--- config.mk ---
export PLATFORM = sky130hd
export DESIGN_NAME = pipe_stage_skid
export DESIGN_NICKNAME = d
export VERILOG_FILES = /design/src/rtl/pipe_stage_skid.sv
export SDC_FILE = /design/constraint.sdc
export NUM_CORES = 1
export LEC_CHECK = 0
export CORE_UTILIZATION = 55
export DETAILED_ROUTE_END_ITERATION = 6
export DONT_BUFFER_PORTS = 1
export HOLD_SLACK_MARGIN = 0.1
export PLACE_DENSITY = 0.82
export SYNTH_ARGS = -nofsm -noshare
export SYNTH_HDL_FRONTEND = slang
export SYNTH_SLANG_ARGS = --single-unit
--- constraint.sdc ---
create_clock -name CLK -period 4.91 [get_ports CLK]
set_input_delay 0.982 -clock CLK [delete_from_list [all_inputs] [get_ports CLK]]
set_output_delay 0.982 -clock CLK [all_outputs]
set_load 0.01 [all_outputs]
--- src/rtl/pipe_stage_skid.sv ---
// Pipeline stage with one skid entry: a main register that drives the outputs
// and a skid register that takes the entry arriving while downstream stalls.
module pipe_stage_skid #(
  parameter int WIDTH      = 32,
  parameter int CTRL_WIDTH = 3,
  parameter int CNT_WIDTH  = 16
) (
  input  logic                  CLK,
  input  logic                  CLR,
  input  logic                  FLUSH,
  input  logic                  VALID_IN,
  output logic                  READY_OUT,
  input  logic [CTRL_WIDTH-1:0] CTRL_IN,
  input  logic [WIDTH-1:0]      DATA_A_IN,
  input  logic [WIDTH-1:0]      DATA_B_IN,
  output logic                  VALID_OUT,
  input  logic                  READY_IN,
  output logic [CTRL_WIDTH-1:0] CTRL_OUT,
  output logic [WIDTH-1:0]      DATA_A_OUT,
  output logic [WIDTH-1:0]      DATA_B_OUT,
  output logic [CNT_WIDTH-1:0]  STALL_CNT
);

  typedef enum logic [1:0] {EMPTY = 2'd0, BUSY = 2'd1, FULL = 2'd2} state_t;

  state_t                state, state_nxt;
  logic                  accept, emit;
  logic                  load_main_in, load_main_skid, load_skid;
  logic [CTRL_WIDTH-1:0] main_ctrl, skid_ctrl;
  logic [WIDTH-1:0]      main_a, main_b, skid_a, skid_b;
  logic [CNT_WIDTH-1:0]  stall_cnt;

  function automatic logic [CNT_WIDTH-1:0] sat_inc(input logic [CNT_WIDTH-1:0] v);
    return (&v) ? v : v + 1'b1;
  endfunction

  assign accept = VALID_IN && READY_OUT;
  assign emit   = VALID_OUT && READY_IN;

  always_ff @(posedge CLK) begin
    if (CLR) state <= EMPTY;
    else     state <= state_nxt;
  end

  // Load enables are derived alongside the transitions so a flush suppresses both.
  always_comb begin
    state_nxt      = state;
    load_main_in   = 1'b0;
    load_main_skid = 1'b0;
    load_skid      = 1'b0;
    if (FLUSH) begin
      state_nxt = EMPTY;
    end else begin
      case (state)
        EMPTY: if (accept) begin
          state_nxt    = BUSY;
          load_main_in = 1'b1;
        end
        BUSY: begin
          if (accept && emit) begin
            load_main_in = 1'b1;
          end else if (accept) begin
            state_nxt = FULL;
            load_skid = 1'b1;
          end else if (emit) begin
            state_nxt = EMPTY;
          end
        end
        FULL: if (emit) begin
          state_nxt      = BUSY;
          load_main_skid = 1'b1;
        end
        default: state_nxt = EMPTY;
      endcase
    end
  end

  always_comb begin
    READY_OUT = (state != FULL);
    VALID_OUT = (state == BUSY) || (state == FULL);
  end

  always_ff @(posedge CLK) begin
    if (CLR) begin
      main_ctrl <= '0;
      main_a    <= '0;
      main_b    <= '0;
      skid_ctrl <= '0;
      skid_a    <= '0;
      skid_b    <= '0;
    end else begin
      if (load_main_in) begin
        main_ctrl <= CTRL_IN;
        main_a    <= DATA_A_IN;
        main_b    <= DATA_B_IN;
      end else if (load_main_skid) begin
        main_ctrl <= skid_ctrl;
        main_a    <= skid_a;
        main_b    <= skid_b;
      end
      if (load_skid) begin
        skid_ctrl <= CTRL_IN;
        skid_a    <= DATA_A_IN;
        skid_b    <= DATA_B_IN;
      end
    end
  end

  always_ff @(posedge CLK) begin
    if (CLR)                                   stall_cnt <= '0;
    else if (!FLUSH && VALID_OUT && !READY_IN) stall_cnt <= sat_inc(stall_cnt);
  end

  assign CTRL_OUT   = main_ctrl;
  assign DATA_A_OUT = main_a;
  assign DATA_B_OUT = main_b;
  assign STALL_CNT  = stall_cnt;

endmodule

# After elaboration in Yosys (flattened, before gate mapping)
# Cells that the tools add are included.
[classes] n_addsub=1 n_eq_ne=7 muxes=22 bitwise_logic=1 n_reduce_logical=14
[op_table] cell="$mux 32" count=4
[op_table] cell="$add 16x1->16 const B" count=1
[op_table] cell="$reduce_and 16->1" count=1
[op_table] cell="$mux 2" count=5
[op_table] cell="$mux 1" count=9
[op_table] cell="$ne 2x2->1 const B" count=4
[op_table] cell="$mux 3" count=2
[op_table] cell="$pmux 2 s3" count=1
[op_table] cell="$logic_and 1x1->1" count=5
[op_table] cell="$reduce_and 4->1" count=1
[op_table] cell="$ne 3x3->1 const B" count=1
[op_table] cell="$eq 2x1->1 const B" count=1
[op_table] cell="$eq 2x2->1 const B" count=1
[op_table] cell="$logic_not 1->1" count=2
[op_table] cell="$logic_not 2->1" count=1
[op_table] cell="$pmux 1 s2" count=1
[op_table] cell="$reduce_and 2->1" count=1
[op_table] cell="$reduce_bool 2->1" count=1
[op_table] cell="$reduce_or 2->1" count=1
[op_table] cell="$logic_or 1x1->1" count=1
[op_table] cell="$not 1->1" count=1
[totals] register_bits=152 inputBits=72 out_inout_bits=85 elab_cells=53

# Logic depth before layout (Yosys ltp)
# Gate-level depths: netlist of the first run.
[logic_depth] ltp_word=8 depth_mapped=9 depth_no_buf=6

# Worst setup path after synthesis of the first run
# No wires, ideal clock.
[synth_path] kind="in2reg" from="in FLUSH" to="reg stall_cnt[6] (netlist: STALL_CNT[6])" setup_time_ps=123 arrival_ps=2320 t_required_ps=4787 slack_ps=2466 cell_stages=5 n_path_buf=1 cell_sequence="buf_4 -> or3b_4 -> or2_1 -> a211oi_1 -> mux2_1"
[synth_via] elab_chain_cells=4
[synth_rtl] element="start, declared" line="10" rtl="input logic FLUSH,"
[synth_rtl] element="$logic_not 1->1" line="111" rtl="else if (!FLUSH && VALID_OUT && !READY_IN) stall_cnt <= sat_inc(stall_cnt);"
[synth_rtl] element="$logic_and 1x1->1 (2 in series)" line="111"
[synth_rtl] element="$reduce_and 2->1 (no line)"
[synth_rtl] element="end signal, assigned" line="111"
[synth_rtl] element="end, declared" line="31" rtl="logic [CNT_WIDTH-1:0] stall_cnt;"
# Every way passes these cells.
# A chain may end at the register's enable or synchronous reset.

# Worst setup path in the final report of the first run
[layout_path] from="reg state[0]" to="reg main_b[4] (netlist: DATA_B_OUT[4])"
[layout_via] elab_chain_cells=8 elab_cells_between_ends=17 cone_classes="eq/ne: 3; mux: 8; reduce/logical: 6"
[layout_rtl] element="start, declared" line="26" rtl="state_t state, state_nxt;"
[layout_rtl] element="start signal, assigned" line="42" rtl="else state <= state_nxt;"
[layout_rtl] element="$eq 2x1->1 / $eq 2x2->1 (equally long branches)" line="80" rtl="VALID_OUT = (state == BUSY) || (state == FULL);"
[layout_rtl] element="$logic_or 1x1->1 *" line="80"
[layout_rtl] element="via VALID_OUT" line="16" rtl="output logic VALID_OUT,"
[layout_rtl] element="$logic_and 1x1->1 *" line="38" rtl="assign emit = VALID_OUT && READY_IN;"
[layout_rtl] element="$logic_and 1x1->1" line="60" rtl="if (accept && emit) begin"
[layout_rtl] element="$mux 1" line="60"
[layout_rtl] element="$pmux 1 s2" line="54" rtl="case (state)"
[layout_rtl] element="$mux 1" line="51" rtl="if (FLUSH) begin"
[layout_rtl] element="$mux 32 / $reduce_bool 2->1 (equally long branches)"
[layout_rtl] element="end signal, assigned" line="99" rtl="main_b <= skid_b;"
[layout_rtl] element="end, declared" line="30" rtl="logic [WIDTH-1:0] main_a, main_b, skid_a, skid_b;"
# The timed path passes the listed nets; every way through them passes the cells marked *.

==> impl_metrics.ini, run 1 <==
[status]
status = completed

[die]
dieHeight_um = 106.2
die-width_um = 106.2
die-area_mm2 = 0.01127
io_pins = 157
placement_rows = 37
floorplan_core_area_mm2 = 0.01042
floorplan.initialDensity_pct = 57.30

[timing]
max_slew_margin_pct = 48.22
fin_tns_setup_ns = 0
final.min_clock_period_ns = 2.734
rsz0062_at_grt = false
hold-worst-slack_ns = 0.4505
maxClockFrequency_ghz = 0.3658
hold_viol_final = 0
post-route-period-util_pct = 55.67
worst_pin_slew_ns = 0.7748
drv_slew = 0
finalSetupViolations = 0
finClkSkew_ns = 0.01148

[critical_path]
worstSetupPathType = reg2reg
critPathRequiredTime_ns = 5.37
critPathMaxFanout = 41
nature_of_the_critical_path_endpoint = flop
worstSetupStartpointType = flop
timing.critical_path.arrival_ns = 3.19

[layout]
layout-drive-gt1-share_pct = 6.911
n_antenna_cell = 0
final_nets = 773
finalInstanceArea_mm2 = 0.006524
n_fill_cell = 870
synthToLayoutAreaGrowth_pct = 9.308
finalCoreUtilization_pct = 62.63

[global_route]
globalRouteOverflowTotal = 0
grt_antenna_before_repair = 0
global_route_wire_length_before_repair_um = 23270
grt_start_max_net_pins = 158
grt_util_all_layers_pct = 26.15
first_global_vias = 4787

[clocking]
clkTransAtPathRegs_ns = 0.06
cts-htree-levels = 4
tritoncts = done
cts-resized-gates = 0
clock_path_buffers = 2
clockRootBuffer = sky130_fd_sc_hd__clkbuf_8
tritoncts.num_buffers = 17
postCtsSetupRepairBufs = 0
tritoncts_num_sinks = 152
cts.hold.buffers_added = 0
clkLatencyLatePin_ns = 0.54

[pwr]
leakage_nw = 2.101
vdd_drop_max_uv = 293.1
powerDensity_mw_per_mm2 = 404.8

[route]
wl_per_cell_um = 17.24
detail_route.wirelength_um = 14570
detail_route.drc_violations = 0
dr_total_vias = 5098
number_of_antenna_violating_nets_in_the_routed_design = 0
vias_per_cell = 6.033
dr.pass1.iters = 6
first_iter_violations = 453

[synth]
ys_ff_latch = 152
synth_area_mm2 = 0.005968
synth-edff-count = 0
synth-async-reset-ratio_pct = 0
number_of_nets_produced_by_synthesis = 803
yosysWarnings = 0
synth_cells = 726
synth-main-ff-cell = sky130_fd_sc_hd__dfxtp_1
synth_area_per_cell_um2 = 8.221
yosysSeqAreaShare_pct = 50.99
synth_cell_type_count = 44

[placed_design]
dpl-instance-area_mm2 = 0.005967
count_of_buffers_inserted_at_the_top_level_ports = 0
dp_hpwl_um = 9426
place_congestion = 0.8729

[worst_hold_path]
min-delay-path-class = reg2reg

[flow_run]
max_cap_viol_count = 0
-- cell families (layout without fill, tap and decap cells) --
group | count (synthesis) | count (layout) | synth area share (%)
compound gates | 228 | 228 | 22.56
fa+ha+maj | 5 | 5 | 1.048
buf+inv | 61 | 44 | 4.340
flops | 152 | 152 | 50.99
mux | 7 | 7 | 1.279
simple gates | 273 | 273 | 19.79
-- worst max-delay path, cell delays in order, from the launching register on --
cell and delay [ns]:
sky130_fd_sc_hd__dfxtp_1 0.41, sky130_fd_sc_hd__inv_1 0.09, sky130_fd_sc_hd__ha_1 0.43, sky130_fd_sc_hd__a31oi_1 0.33, sky130_fd_sc_hd__o31a_2 0.57, sky130_fd_sc_hd__buf_4 0.51
sky130_fd_sc_hd__nand2_1 0.11, sky130_fd_sc_hd__a21oi_1 0.19
-- final timing paths --
| kind | startpoint | end | slack (ns) | depth (start not counted) |
|---|---|---|---|---|
| worst max-delay path | state[0] | DATA_B_OUT[4] | 2.18 | 7 |
| worst max register to register | state[0] | DATA_B_OUT[4] | 2.18 | 7 |
| worst min register to register | skid_b[7] | skid_b[7] | 0.45 | 2 |
| worst min-delay path | skid_b[7] | skid_b[7] | 0.45 | 2 |
-- metal layers --
metal  up-vias  GRT usage, %  part of all wire (%)
li1       2463             -                     -
met1      2381         29.65                    39
met2       220         42.39                    49
met3        34         11.34                   9.9
met4         0         11.90                   2.4
met5         -             0                     0
-- registers in the layout (all words and copies together), names as in the netlist --
name / flops
STALL_CNT: 16
skid_a: 32
DATA_A_OUT: 32
CTRL_OUT: 3
DATA_B_OUT: 32
skid_b: 32
state: 2
skid_ctrl: 3
-- cells in the mapped netlist, types with 3 or more instances --
library cell	instances	share of area, %
sky130_fd_sc_hd__nand4_1	6	0.63
sky130_fd_sc_hd__clkbuf_1	39	2.5
sky130_fd_sc_hd__a211oi_1	5	0.63
sky130_fd_sc_hd__nor3_1	3	0.25
sky130_fd_sc_hd__buf_2	15	1.3
sky130_fd_sc_hd__nand2b_1	4	0.42
sky130_fd_sc_hd__mux2_2	3	0.57
sky130_fd_sc_hd__dfxtp_1	152	51
sky130_fd_sc_hd__or3_1	3	0.31
sky130_fd_sc_hd__nor2b_1	6	0.63
sky130_fd_sc_hd__a22oi_1	67	8.4
sky130_fd_sc_hd__nand3_1	6	0.50
sky130_fd_sc_hd__a21oi_1	143	12
sky130_fd_sc_hd__ha_1	5	1.0
sky130_fd_sc_hd__inv_1	5	0.31
sky130_fd_sc_hd__and3_1	3	0.31
sky130_fd_sc_hd__o21ai_0	4	0.34
sky130_fd_sc_hd__nand2_1	211	13
sky130_fd_sc_hd__nor2_1	15	0.94
-- cell type report --
class | instances | area [µm²] | area share, %
clock buffers | 22 | 462.9 | 7.096
flip-flops and latches | 152 | 3043 | 46.64
repair buffers | 7 | 52.55 | 0.8055
well taps | 136 | 170.2 | 2.608
clock inverters | 10 | 93.84 | 1.438
inverters | 5 | 18.77 | 0.2877
multi-input cells | 513 | 2683 | 41.12
-- placed cells by master, fill, tap and decap left out, drive strengths merged, types with 5 or more instances in the layout --
master  instances
dfxtp         152
buf             7
a22oi          67
a21oi         143
nand4           6
mux2            5
nor2b           6
ha              5
clkinv          5
a211oi          5
nand2         211
clkbuf         22
nand3           6
inv             6
nor2           15
-- where the power goes --
part	internal, mW	switching (mW)	total, mW
clock network	0.713	0.502	1.22
registers	1.27	0.0390	1.31
logic	0.0445	0.0703	0.115
total	2.03	0.612	2.64
-- per-stage QoR --
stage               cells  setup slack, ns  power [mW]
floorplan             726            2.466       1.442
global placement      813            2.259       1.442
detailed placement    813            2.115       1.452
CTS                   845            2.217       2.653
global route          845            1.965       2.735
finish                845            2.176       2.641
No activity file was read; power rests on OpenSTA's default activity.
==> run 2, diff against run 1 <==
Settings changed: PLACE_DENSITY 0.82 to 0.85.
Clock period 4.91 ns to 2.35 ns, I/O delays scaled along.
==> run 2 against run 1 <==
Global-route usage up 0.48 points. Combinational power up 120%. Sequential power up 110%. Maximum frequency up 24%. Critical path depth down 1. Worst hold slack worse by 0.43 ns. Sequential share of layout area down 1.2 points. Die area unchanged. First-iteration DRC count up 30%. Cell count up 0.71%. Worst setup slack worse by 2.0 ns. Non-clock buffer count up 7. Largest power group is now clock. Highest routed layer unchanged.
==> impl_metrics.ini, run 2 (synthesized netlist as in run 1, its figures left out) <==
[clocking]
clkLatencyLatePin_ns = 0.52
tritoncts.num_buffers = 17
tritoncts_num_sinks = 152
cts-htree-levels = 4
clock_path_buffers = 2
clockRootBuffer = sky130_fd_sc_hd__clkbuf_8
clkTransAtPathRegs_ns = 0.06
tritoncts = done
cts.hold.buffers_added = 1

[timing]
hold-worst-slack_ns = 0.01611
finClkSkew_ns = 0.006588
finalSetupViolations = 0
drv_slew = 0
hold_viol_final = 0
rsz0062_at_grt = false
max_slew_margin_pct = 70.66
worst_pin_slew_ns = 0.4365
post-route-period-util_pct = 93.71
maxClockFrequency_ghz = 0.4541
fin_tns_setup_ns = 0
final.min_clock_period_ns = 2.202

[placed_design]
count_of_buffers_inserted_at_the_top_level_ports = 0
dp_hpwl_um = 9260
place_congestion = 0.9230

[route]
detail_route.wirelength_um = 14800
first_iter_violations = 588
wl_per_cell_um = 17.39
detail_route.drc_violations = 0
vias_per_cell = 6.051
number_of_antenna_violating_nets_in_the_routed_design = 0
dr_total_vias = 5149
dr.pass1.iters = 5

[die]
die-area_mm2 = 0.01127
placement_rows = 37
die-width_um = 106.2
floorplan.initialDensity_pct = 57.30
dieHeight_um = 106.2
floorplan_core_area_mm2 = 0.01042
io_pins = 157

[layout]
layout-drive-gt1-share_pct = 7.273
synthToLayoutAreaGrowth_pct = 12.14
final_nets = 780
layout_commonest_cell = sky130_fd_sc_hd__nand2_1
layout_common_cells = sky130_fd_sc_hd__nand2_1 (211), sky130_fd_sc_hd__dfxtp_1 (152), sky130_fd_sc_hd__a21oi_1 (143)
n_antenna_cell = 0

[critical_path]
worstSetupStartpointType = flop
timing.critical_path.arrival_ns = 2.61
critPathSlowestCell = sky130_fd_sc_hd__or3b_4
nature_of_the_critical_path_endpoint = flop
critical-path-max-stage-delay_ns = 0.40
critPathRequiredTime_ns = 2.76
critical_path.cell_chain = inv_1, ha_1, or3b_4, or2_1, a211oi_1, mux2_1
critPathMaxFanout = 4
setup.reg_to_reg.worst_slack_ns = 0.15
worstSetupPathType = reg2reg

[global_route]
grt_start_max_net_pins = 158
global_route_wire_length_before_repair_um = 23690
grt_antenna_before_repair = 0
first_global_vias = 5012
grt_util_all_layers_pct = 26.63
globalRouteOverflowTotal = 0

[worst_hold_path]
min-delay-path-class = in2reg

[status]
status = completed

[flow_run]
max_cap_viol_count = 0

[pwr]
vdd_drop_max_uv = 610.1
leakage_nw = 2.207
powerDensity_mw_per_mm2 = 894.0
run 2: changes by cell type in the layout (fill, tap and decap cells not counted), moves of 2 or more:
cell / before / now
sky130_fd_sc_hd__bufinv_16: 1 / 6
sky130_fd_sc_hd__clkinv_4: 2 / 0
sky130_fd_sc_hd__clkbuf_1: 2 / 4
sky130_fd_sc_hd__clkinv_2: 3 / 1
sky130_fd_sc_hd__clkinvlp_4: 3 / 1
sky130_fd_sc_hd__buf_4: 7 / 12
run 2: power by group:
| part | switching [mW] | leakage, nW | internal, mW | total [mW] |
|---|---|---|---|---|
| Sequential | 0.0823 | 1.23 | 2.66 | 2.74 |
| Clock | 1.00 | 0.312 | 1.99 | 2.99 |
| Combinational | 0.148 | 0.662 | 0.101 | 0.248 |
run 2: what timing repair did:
item,4_1_cts,5_1_grt
setup buffers,0,0
gates resized for setup,0,1
setup endpoints to repair,0,1
hold endpoints to repair,144,143
run 2: worst paths after layout:
check / start / endpoint / cells after the start
hold / removal: CLR / STALL_CNT[15] / 1
setup reg to reg: state[0] / STALL_CNT[6] / 6
setup / recovery: state[0] / STALL_CNT[6] / 6
hold reg to reg: skid_a[0] / skid_a[0] / 2
run 2: cell type report:
class / instances / area, µm²
clock inverters: 8 / 192.7
clock buffers: 23 / 456.7
multi-input cells: 513 / 2691
inverters: 5 / 18.77
flip-flops and latches: 152 / 3043
well taps: 136 / 170.2
fillers: 829 / 3724
repair buffers: 14 / 120.1
run 2: layer usage:
layer	up-vias	part of all wire [%]	GRT usage, %
li1	2467	-	-
met3	18	9.6	10.55
met2	212	50	44.39
met1	2452	39	30.09
met5	-	0	0
met4	0	1.4	11.41
run 2: critical path, delay by kind of cell, from the launching register on:
kind / cells / cell delay (ns)
AOI/OAI and AO/OA: 1 / 0.31
adders and majority gates: 1 / 0.29
buffers and inverters: 1 / 0.09
DFF: 1 / 0.39
muxes: 1 / 0.35
and+or+nand+nor: 2 / 0.67
run 2: per-stage QoR:
step / power [mW] / setup slack (ns) / instance area, µm² / instances / util (%)
2_1_floorplan: 3.012 / 0.2132 / 5968 / 726 / -
3_3_place_gp: 3.026 / 0.2938 / 6025 / 819 / 57.84
3_5_place_dp: 3.043 / 0.1513 / 6025 / 819 / 57.84
4_1_cts: 6.015 / 0.1300 / 6684 / 851 / 64.17
5_1_grt: 6.164 / 0.01346 / 6693 / 851 / 64.25
6_report: 5.983 / 0.1478 / 6693 / 851 / 64.25
==> run 3, diff against run 2 <==
Settings changed: CORE_ASPECT_RATIO set to 1.2, TNS_END_PERCENT set to 10.
==> run 3 against run 2 <==
Clock skew grew 0.00099 ns. Clock power grew 2%. Die area about the same. Power is 0.82% higher. Sequential share of layout area is 0.24 points lower. Highest routed layer unchanged.
==> impl_metrics.ini, run 3 (synthesized netlist as in run 1, its figures left out) <==
[status]
status = completed

[layout]
layout-drive-gt1-share_pct = 8.101
synthToLayoutAreaGrowth_pct = 12.73
n_antenna_cell = 0
final_nets = 780
layout_commonest_cell = sky130_fd_sc_hd__nand2_1
finalInstanceArea_mm2 = 0.006728
regArea_mm2 = 0.003043
layout_common_cells = sky130_fd_sc_hd__nand2_1 (211), sky130_fd_sc_hd__dfxtp_1 (152), sky130_fd_sc_hd__a21oi_1 (143)
n_fill_cell = 833
finalCoreUtilization_pct = 63.97
multiInputGateArea_mm2 = 0.002683

[die]
die-area_mm2 = 0.01127
floorplan.initialDensity_pct = 56.75
placement_rows = 41
io_pins = 157
die-width_um = 97.10
floorplan_core_area_mm2 = 0.01052
dieHeight_um = 116.1

[critical_path]
worstSetupPathType = reg2reg
worstSetupStartpointType = flop
timing.critical_path.arrival_ns = 2.51
critPathRequiredTime_ns = 2.64
critPathMaxFanout = 4
setup_crit_start = state[0]
regToRegStartpoint = state[0]
reg2reg_depth = 6
nature_of_the_critical_path_endpoint = flop

[route]
dr_total_vias = 5195
dr.pass1.iters = 5
number_of_antenna_violating_nets_in_the_routed_design = 0
wl_per_cell_um = 16.88
detail_route.wirelength_um = 14260
detail_route.drc_violations = 0
vias_per_cell = 6.148
first_iter_violations = 269

[clocking]
clkLatencyLatePin_ns = 0.41
cts-htree-levels = 4
clockRootBuffer = sky130_fd_sc_hd__clkbuf_16
cts-resized-gates = 0
cts.hold.buffers_added = 0
tritoncts_num_sinks = 152
tritoncts = done
clock_path_buffers = 2
tritoncts.num_buffers = 17
postCtsSetupRepairBufs = 0
clkTransAtPathRegs_ns = 0.06

[flow_run]
max_cap_viol_count = 0

[global_route]
grt_start_max_net_pins = 158
globalRouteOverflowTotal = 0
first_global_vias = 4747
grt_antenna_before_repair = 0
global_route_wire_length_before_repair_um = 22660
grt_util_all_layers_pct = 25.00

[placed_design]
dp_hpwl_um = 9173
dpl-instance-area_mm2 = 0.006061
place_congestion = 0.8488
count_of_buffers_inserted_at_the_top_level_ports = 0

[timing]
post-route-period-util_pct = 94.36
max_slew_margin_pct = 62.44
finalSetupViolations = 0
maxClockFrequency_ghz = 0.4510
rsz0062_at_grt = false
worst_pin_slew_ns = 0.5621
final.min_clock_period_ns = 2.217
hold-worst-slack_ns = 0.1293
finClkSkew_ns = 0.007577
drv_slew = 0
fin_tns_setup_ns = 0
hold_viol_final = 0

[pwr]
total_power_mw = 6.032
power.share.clock_pct = 50.4
pwr-share-seq_pct = 45.4
p_switching_mw = 1.312
powerDensity_mw_per_mm2 = 896.7
vdd_drop_max_uv = 692.3
power.internal_mw = 4.720
power_switching_share_pct = 21.75
combinationalPowerShare_pct = 4.2
leakage_nw = 2.208

[worst_hold_path]
min-delay-path-class = in2reg
worst_hold_path.num_cells = 1
hold_path_startpoint = CLR
[run 3: changes by cell type in the layout (fill, tap and decap cells not counted), moves of 2 or more]
cell,previous run,this run
sky130_fd_sc_hd__buf_4,12,10
sky130_fd_sc_hd__clkbuf_1,4,0
sky130_fd_sc_hd__inv_6,0,4
sky130_fd_sc_hd__buf_12,1,4
[run 3: per-layer routing]
layer,track usage (%),vias to the layer above,part of all wire (%)
li1,-,2474,-
met1,27.61,2458,38
met2,43.00,239,50
met3,9.455,24,9.9
met4,11.74,0,1.9
met5,0,-,0
[run 3: path summary, 6_finish.rpt]
kind | end | slack [ns]
max | STALL_CNT[6] | 0.13
min | STALL_CNT[9] | 0.13
min reg2reg | skid_b[30] | 0.45
max reg2reg | STALL_CNT[6] | 0.13
[run 3: stage by stage]
step	instances	setup WS, ns
after floorplan	726	0.2132
after global placement	813	0.2666
after detailed placement	813	0.1563
after CTS	845	0.1436
after global routing	845	0.01875
final	845	0.1326
[run 3: worst max-delay path: stages, from the launching register on]
cell and delay, ns:
sky130_fd_sc_hd__dfxtp_1 0.38, sky130_fd_sc_hd__inv_1 0.09, sky130_fd_sc_hd__ha_1 0.31, sky130_fd_sc_hd__or3b_4 0.40, sky130_fd_sc_hd__or2_1 0.28, sky130_fd_sc_hd__a211oi_1 0.29, sky130_fd_sc_hd__mux2_1 0.35
[run 3: power groups by stage]
stage | Clock [mW] | Sequential, mW | Combinational [mW]
floorplan | 0 | 2.78 | 0.235
global placement | 0 | 2.79 | 0.240
detailed placement | 0 | 2.79 | 0.252
CTS | 3.08 | 2.74 | 0.255
global route | 3.19 | 2.75 | 0.287
finish | 3.04 | 2.74 | 0.255
[run 3: cell type report]
class	count	share of cell area [%]
flip-flops and latches	152	45.23
well taps	129	2.399
clock inverters	13	3.180
clock buffers	19	6.732
repair buffers	14	2.306
multi-input cells	513	39.87
inverters	5	0.2790
